File: src/rtl/frontend_cmd_pkg.sv
// Shared frontend command definitions used by every block that carries
// decoded commands between the frontend and the request path.
package frontend_cmd_pkg;

    typedef enum logic [3:0] {
        CMD_NOP   = 4'h0,
        CMD_READ  = 4'h1,
        CMD_WRITE = 4'h2,
        CMD_FENCE = 4'h3,
        CMD_FLUSH = 4'h4
    } frontend_opcode_t;

    typedef struct packed {
        frontend_opcode_t opcode;
        logic [7:0]       tag;
        logic [19:0]      addr;
    } frontend_command_t;

    localparam int FRONTEND_CMD_W = $bits(frontend_command_t);

endpackage

File: src/rtl/request_queue_pkg.sv
// Request queue constants and parameter-legality helpers; the payload type
// itself lives in the shared frontend command package.
package request_queue_pkg;

    localparam int DEPTH_LOG2_MIN = 1;
    localparam int DEPTH_LOG2_MAX = 8;

    function automatic bit depth_log2_legal(input int depth_log2);
        return (depth_log2 >= DEPTH_LOG2_MIN) && (depth_log2 <= DEPTH_LOG2_MAX);
    endfunction

    function automatic bit afull_legal(input int thresh, input int depth);
        return (thresh >= 1) && (thresh <= depth);
    endfunction

    function automatic bit aempty_legal(input int thresh, input int depth);
        return (thresh >= 0) && (thresh <= depth - 1);
    endfunction

endpackage

File: src/rtl/request_queue_mem.sv
// Storage for the request queue: one write port, one asynchronous read port,
// no reset, so it can be replaced by a register-file macro.
module request_queue_mem #(
    parameter int DATA_WIDTH = 32,
    parameter int ADDR_WIDTH = 4
) (
    input  logic                  clk,
    input  logic                  we,
    input  logic [ADDR_WIDTH-1:0] waddr,
    input  logic [DATA_WIDTH-1:0] wdata,
    input  logic [ADDR_WIDTH-1:0] raddr,
    output logic [DATA_WIDTH-1:0] rdata
);

    localparam int DEPTH = 2**ADDR_WIDTH;

    logic [DATA_WIDTH-1:0] mem [DEPTH];

    // NOTE: storage is deliberately not reset; validity is tracked by the
    // pointers, and a reset here would prevent mapping onto a RAM macro.
    always_ff @(posedge clk) begin
        if (we) begin
            mem[waddr] <= wdata;
        end
    end

    assign rdata = mem[raddr];

endmodule

File: src/rtl/request_queue.sv
// First-word-fall-through request queue with occupancy count, threshold
// flags, high-water mark and sticky overflow indication.
module request_queue
    import frontend_cmd_pkg::*;
    import request_queue_pkg::*;
#(
    parameter int DATA_WIDTH    = FRONTEND_CMD_W,
    parameter int DEPTH_LOG2    = 4,
    parameter int AFULL_THRESH  = (2**DEPTH_LOG2) - 2,
    parameter int AEMPTY_THRESH = 1
) (
    input  logic                  i_clk,
    input  logic                  i_rst,
    input  logic                  i_flush,
    input  logic                  i_wr_valid,
    input  logic [DATA_WIDTH-1:0] i_wr_data,
    output logic                  o_wr_ready,
    output logic                  o_rd_valid,
    output logic [DATA_WIDTH-1:0] o_rd_data,
    input  logic                  i_rd_ready,
    output logic [DEPTH_LOG2:0]   o_count,
    output logic                  o_almost_full,
    output logic                  o_almost_empty,
    output logic [DEPTH_LOG2:0]   o_high_water,
    output logic                  o_overflow
);

    localparam int DEPTH = 2**DEPTH_LOG2;
    localparam int PTR_W = DEPTH_LOG2 + 1;

    localparam logic [PTR_W-1:0] ONE        = PTR_W'(1);
    localparam logic [PTR_W-1:0] AFULL_LVL  = PTR_W'(AFULL_THRESH);
    localparam logic [PTR_W-1:0] AEMPTY_LVL = PTR_W'(AEMPTY_THRESH);

    if (!depth_log2_legal(DEPTH_LOG2)) begin : g_bad_depth
        $error("request_queue: DEPTH_LOG2=%0d outside 1..8", DEPTH_LOG2);
    end
    if (!afull_legal(AFULL_THRESH, DEPTH)) begin : g_bad_afull
        $error("request_queue: AFULL_THRESH=%0d outside 1..DEPTH", AFULL_THRESH);
    end
    if (!aempty_legal(AEMPTY_THRESH, DEPTH)) begin : g_bad_aempty
        $error("request_queue: AEMPTY_THRESH=%0d outside 0..DEPTH-1", AEMPTY_THRESH);
    end
    if (DATA_WIDTH < FRONTEND_CMD_W) begin : g_bad_width
        $error("request_queue: DATA_WIDTH=%0d cannot hold a frontend command", DATA_WIDTH);
    end

    logic [PTR_W-1:0]      wr_ptr;
    logic [PTR_W-1:0]      rd_ptr;
    logic [PTR_W-1:0]      count;
    logic [PTR_W-1:0]      count_next;
    logic [PTR_W-1:0]      high_water;
    logic                  overflow;
    logic                  full;
    logic                  empty;
    logic                  wr_en;
    logic                  rd_en;
    logic                  mem_we;
    logic [DATA_WIDTH-1:0] mem_rdata;

    // Extra wrap bit distinguishes full from empty when the indices match.
    assign empty = (wr_ptr == rd_ptr);
    assign full  = (wr_ptr[DEPTH_LOG2-1:0] == rd_ptr[DEPTH_LOG2-1:0]) &&
                   (wr_ptr[DEPTH_LOG2] != rd_ptr[DEPTH_LOG2]);

    assign wr_en  = i_wr_valid && !full;
    assign rd_en  = i_rd_ready && !empty;
    assign mem_we = wr_en && !i_rst && !i_flush;

    // NOTE: every always_comb output gets a default before the case, so no
    // path leaves it unassigned and no latch is inferred.
    always_comb begin
        count_next = count;
        unique case ({wr_en, rd_en})
            2'b10:   count_next = count + ONE;
            2'b01:   count_next = count - ONE;
            default: count_next = count;
        endcase
    end

    // NOTE: sequential state uses non-blocking assignments only, so every
    // register samples the pre-edge values regardless of statement order.
    always_ff @(posedge i_clk) begin
        if (i_rst) begin
            wr_ptr     <= '0;
            rd_ptr     <= '0;
            count      <= '0;
            high_water <= '0;
            overflow   <= 1'b0;
        end else if (i_flush) begin
            wr_ptr     <= '0;
            rd_ptr     <= '0;
            count      <= '0;
            high_water <= '0;
            overflow   <= 1'b0;
        end else begin
            if (wr_en) begin
                wr_ptr <= wr_ptr + ONE;
            end
            if (rd_en) begin
                rd_ptr <= rd_ptr + ONE;
            end
            count <= count_next;
            if (count_next > high_water) begin
                high_water <= count_next;
            end
            if (i_wr_valid && full) begin
                overflow <= 1'b1;
            end
        end
    end

    request_queue_mem #(
        .DATA_WIDTH (DATA_WIDTH),
        .ADDR_WIDTH (DEPTH_LOG2)
    ) u_mem (
        .clk   (i_clk),
        .we    (mem_we),
        .waddr (wr_ptr[DEPTH_LOG2-1:0]),
        .wdata (i_wr_data),
        .raddr (rd_ptr[DEPTH_LOG2-1:0]),
        .rdata (mem_rdata)
    );

    assign o_wr_ready     = !full;
    assign o_rd_valid     = !empty;
    assign o_rd_data      = mem_rdata;
    assign o_count        = count;
    assign o_almost_full  = (count >= AFULL_LVL);
    assign o_almost_empty = (count <= AEMPTY_LVL);
    assign o_high_water   = high_water;
    assign o_overflow     = overflow;

    a_count_bound : assert property (@(posedge i_clk) disable iff (i_rst)
        count <= PTR_W'(DEPTH));
    a_count_ptrs : assert property (@(posedge i_clk) disable iff (i_rst)
        count == PTR_W'(wr_ptr - rd_ptr));

endmodule
File: config.mk
export PLATFORM = sky130hd
export DESIGN_NAME = request_queue
export DESIGN_NICKNAME = d
export VERILOG_FILES = /design/src/rtl/frontend_cmd_pkg.sv /design/src/rtl/request_queue_pkg.sv /design/src/rtl/request_queue_mem.sv /design/src/rtl/request_queue.sv
export SDC_FILE = /design/constraint.sdc
export NUM_CORES = 1
export LEC_CHECK = 0
export CORE_UTILIZATION = 45
export CTS_CLUSTER_SIZE = 40
export DETAILED_ROUTE_END_ITERATION = 8
export DONT_BUFFER_PORTS = 1
export SETUP_SLACK_MARGIN = 0.4
export SKIP_CTS_REPAIR_TIMING = 1
export SKIP_LAST_GASP = 1
export SLEW_MARGIN = 20
export SYNTH_ARGS = -nofsm -noshare
export SYNTH_HDL_FRONTEND = slang
export SYNTH_SLANG_ARGS = --single-unit
export TNS_END_PERCENT = 5
File: constraint.sdc
create_clock -name i_clk -period 5.31 [get_ports i_clk]
set_clock_uncertainty 0.2 [all_clocks]
set_input_delay 0.7965 -clock i_clk [delete_from_list [all_inputs] [get_ports i_clk]]
set_output_delay 0.7965 -clock i_clk [all_outputs]
set_load 0.01 [all_outputs]
Word level (Yosys, flattened, before mapping)
Memories as Yosys holds them, arrays and structs flattened. A register that Yosys moved wholly into a read port is not among the register bits.
Index checks and enable logic that the tools add are counted.
{ "classes": {"add_sub_neg": 4, "multipliers": 0, "div_mod_pow": 0, "magnitude_cmp": 3, "eq_ne": 5, "n_shift": 0, "muxes": 5, "bitwise": 0, "n_reduce_logical": 11} }
{ "ops": {"columns": ["op", "n"], "rows": [
  ["$add 5x1->5 const B", 3],
  ["$pmux 5 s2", 1],
  ["$mux 4", 2],
  ["$logic_and 1x1->1", 6],
  ["$eq 5x5->1", 1],
  ["$ge 5x4->1 const B", 1],
  ["$gt 5x5->1", 1],
  ["$le 5x1->1 const B", 1],
  ["$sub 5x1->5 const B", 1],
  ["$eq 4x4->1", 1],
  ["$logic_not 1->1", 4],
  ["$eq 2x1->1 const B", 1],
  ["$eq 2x2->1 const B", 1],
  ["$mux 1", 2],
  ["$reduce_or 2->1", 1],
  ["$ne 1x1->1", 1]
]} }
{ "word_totals": {"register_bits": 21, "latchBits": 0, "ram_bits": 512, "mem_bits_ro": 0, "wordCells": 34, "mem_count": 1} }
{ "mem_list": {"columns": ["memory", "words", "width", "read_ports", "rd_ports_with_merged_regs", "write_ports", "line_no", "text"], "rows": [
  ["u_mem.mem", 16, 32, 1, 1, 1, "request_queue_mem.sv:17", "logic [DATA_WIDTH-1:0] mem [DEPTH];"]
]} }

Depth between registers and ports, before layout
{ "depth": {"depth_word": 8, "mapped_depth": 16, "mapped_depth_nobuf": 15} }

Cells and area by module
From an unflattened synthesis, not the netlist that was laid out.
{ "unflattened": {"cells_unflattened": 957, "area_unflattened_um2": 20534.7} }
{ "modules_own_cells": {"columns": ["module", "n_inst", "cells_per_inst", "area_each_um2", "seq_area_each_um2"], "rows": [
  ["request_queue_mem", 1, 806, 19213.4, 15374.7],
  ["request_queue", 1, 151, 1321.3, 420.4]
]} }

Worst setup path after synthesis
Ideal clock, no wire load.
{ "synth_timing": {"kind": "input-to-reg", "startpoint": "input i_rst", "endpoint": "memory u_mem.mem[3][0] (enable)", "setup_time_ns": 0.461, "t_arrival_ns": 3.549, "path_slack_ns": 1.100, "stages": 4, "path_buffers": 1, "path_cell_list": "nor2_1 > clkbuf_1 > nand3_1 > nor3_1"} }
{ "synth_between": {"elab_chain_len": 5} }
{ "synth_rtl": {"columns": ["element", "line_no", "text"], "rows": [
  ["from (decl)", "request_queue.sv:13", "input logic i_rst,"],
  ["$logic_not 1->1", "request_queue.sv:68", "assign mem_we = wr_en && !i_rst && !i_flush;"],
  ["$logic_and 1x1->1 (2 in series)", "request_queue.sv:68", null],
  ["$mux 1", "request_queue_mem.sv:22", "if (we) begin"],
  ["$mux 1 (not written as such)", "request_queue_mem.sv:23", "mem[waddr] <= wdata;"],
  ["to (decl)", "request_queue_mem.sv:17", null]
]} }
Every way passes these cells.

Worst setup path in the final report
{ "layout_timing": {"startpoint": "register wr_ptr[2]", "endpoint": "register high_water[2], in the netlist o_high_water[2]"} }
{ "layout_between": {"elab_chain_len": 7} }
{ "layout_rtl": {"columns": ["element", "line_no", "text"], "rows": [
  ["from (decl)", "request_queue.sv:48", "logic [PTR_W-1:0] wr_ptr;"],
  ["from (signal assigned)", "request_queue.sv:98", "wr_ptr <= wr_ptr + ONE;"],
  ["$eq 4x4->1", "request_queue.sv:63", "assign full = (wr_ptr[DEPTH_LOG2-1:0] == rd_ptr[DEPTH_LOG2-1:0]) &&"],
  ["$logic_and 1x1->1", "request_queue.sv:63", null],
  ["$logic_not 1->1", "request_queue.sv:66", "assign wr_en = i_wr_valid && !full;"],
  ["$logic_and 1x1->1", "request_queue.sv:66", null],
  ["$eq 2x1->1 or $eq 2x2->1 (tied branches)", "request_queue.sv:74", "unique case ({wr_en, rd_en})"],
  ["$pmux 5 s2 (*)", "request_queue.sv:74", null],
  ["via count_next[3]", "request_queue.sv:51", "logic [PTR_W-1:0] count_next;"],
  ["$gt 5x5->1 (*)", "request_queue.sv:104", "if (count_next > high_water) begin"],
  ["to (signal assigned)", "request_queue.sv:105", "high_water <= count_next;"],
  ["to (decl)", "request_queue.sv:52", "logic [PTR_W-1:0] high_water;"]
]} }
The timed path passes the listed nets; every way through them passes the cells marked *.
A chain may end at the register's enable or synchronous reset.

==> run metrics <==
run status=finished clean; core area=45500 um2; Sw Share=18.6%; post-synth net total=944; Die ar.=47000 um2; count leader, synth=edfxtp_1; Setup WS pre-CTS=0.871 ns; EDFF count, synth=512; Main synth FF type=edfxtp_1; Total Routing Usage GR=18.6%; Yosys cell types=44; Worst setup EP type=register; Placer Congestion=0.741; RSZ-0062 raised after global routing=no; clock-pin slew on the worst setup and hold paths=0.06 ns; Reg power frac=53.4%; maximum VDD drop=0.257 mV; Post-Synthesis Cell Area=20800 um2; drt wl/cell=27.1 um; global-route wire length before repair=63.1 mm; Min-Delay Path Class=in2reg; Final Max Tran Viols=0; Rows=78; top cell type's share of synthesized area=74.0%; Die Wd=217 um; Power Density=372 nW/um2; starting DRC count in detailed routing=735; antenna diode count=0; P_int=0.00710 W; Synth Register Bits=537; antenna violations before repair=0; Cells after Synth=891; WP data required=5.58 ns; DRT Pass-1 Iters=5; CTS Buf Count=55; Max Cap Violations=0; fmax=222 MHz; setup violators final=0; total gr overflow=0; crit start category=register; vias in the first global route=9662; Routed WL=42.6 mm; Tmin final=4.50 ns; via-per-instance ratio=5.69; Slew HR=32.0%; layout cells sized above 1=28.9%; leakage power=7.09 nW; critical path arrival=4.77 ns; actual slew at the worst max-slew pin=1.02 ns; Synth area leader=edfxtp_1; IO Port Bufs=0; Fin. Hold Viols=0; Layout Nets=985; asr flop ratio synth=0%; pin count of the biggest net entering global routing=50; Synth top cells by count=edfxtp_1 (512), mux4_2 (154), nor2_1 (33); # DRC=0; Vias=8970; sequential area share after synthesis=76.4%; Synth area leaders=edfxtp_1 (74%), mux4_2 (17%), dfxtp_1 (2.4%), ha_1 (0.96%), mux4_1 (0.76%); CTS tree=built; Avg Cell Area, Syn=23.3 um2; worst setup margin=0.805 ns; CTS max path bufs=3; # IOs=84; Clock power frac=45.0%; Combinational Power Share=1.6%; htree depth=2; Die H=217 um; Synth Warn #=0; crit path kind=reg2reg; Final HPWL DP=22.3 mm; Clk Latency, worst-skew pair=0.59 ns; Critical Path Fanout Max=12; clock sinks=537; root buffer selected by CTS=clkbuf_16; area delta synth->final=12.9%; final period utilization=84.8%; Post-DRT Antenna Nets=0; setup TNS=0 ns; Sw Pwr=0.00162 W; Initial Util=45.7%
-- final timing paths --
check                                   start          endpoint  slack, ns  depth (start not counted)
worst max-delay path                wr_ptr[2]   o_high_water[2]       0.81                         14
worst min-delay path            i_wr_data[30]  u_mem.mem[8][30]       0.09                          0
worst max register to register      wr_ptr[2]   o_high_water[2]       0.81                         14
worst min register to register     o_overflow        o_overflow       0.35                          2
-- worst max-delay path, cell delays in order, from the launching register on --
cell and delay [ns]:
dfxtp_1 0.57, xnor2_1 0.20, nand4_1 0.23, o21ai_1 0.37, inv_1 0.08, ha_1 0.42, or3b_2 0.52, o41ai_1 0.33
a221o_1 0.23, ha_1 0.26, nand3_1 0.07, o22ai_1 0.07, a21oi_1 0.51, mux2i_1 0.26, nor2_1 0.06
-- state kept, by name (all words and copies together) (netlist names), named ones only --
name	cells
rd_ptr	5
o_overflow	1
wr_ptr	5
o_count	5
o_high_water	5
u_mem.mem	512
-- layer usage --
| layer | track usage [%] | up-vias | routed length [um] |
|---|---|---|---|
| li1 | - | 3867 | - |
| met1 | 25.2 | 4842 | 18200 |
| met5 | 0 | - | 0 |
| met3 | 4.54 | 59 | 2510 |
| met2 | 30.2 | 202 | 21100 |
| met4 | 5.38 | 0 | 784 |
-- layout make-up --
type	instances	area, um2
inverter	12	45.0
sequential	537	15900
fill	3567	22000
multi-input combinational	299	4680
timing repair buffer	27	240
clock buffer	68	1470
clock inverter	33	384
tap	600	751
-- through the flow --
step                total power, W  area (um2)  hold slack [ns]  utilization (%)  instances
CTS                        0.00881       23500           0.0575             51.6       1576
finish                     0.00872       23500           0.0934             51.6       1576
detailed placement         0.00489       21600            0.345             47.5       1475
floorplan                  0.00486       20800            0.305                -        891
global placement           0.00488       21600            0.352             47.5       1475
global route               0.00898       23500           0.0634             51.6       1576
-- cell usage in the layout (no fill, tap or decap), types with 9 or more instances in the layout --
cell,netlist,final
buf_4,4,24
bufinv_16,0,9
clkbuf_1,11,11
clkbuf_16,0,57
clkinv_1,1,13
clkinv_2,0,9
dfxtp_1,25,21
edfxtp_1,512,512
ha_1,16,16
inv_1,11,11
mux4_2,154,154
nand3_1,9,9
nor2_1,33,21
nor2_4,0,12
-- cells by family after synthesis --
logic type / Yosys count / share of synthesized area (%)
DFF: 537 / 76.4
and+or+nand+nor: 74 / 1.69
AOI/OAI and AO/OA: 26 / 0.855
adders and majority gates: 16 / 0.963
muxes: 169 / 17.9
xor gates and xnor gates: 14 / 0.590
buffers and inverters: 55 / 1.63
-- power groups by stage --
stage	Sequential [W]	Clock, W	Combinational [W]
after floorplan	0.00474	0	0.000115
after global placement	0.00475	0	0.000137
after detailed placement	0.00475	0	0.000139
after CTS	0.00466	0.00401	0.000139
after global routing	0.00466	0.00417	0.000148
final	0.00466	0.00393	0.000135
Note: power is estimated with default switching activity, not from simulation.
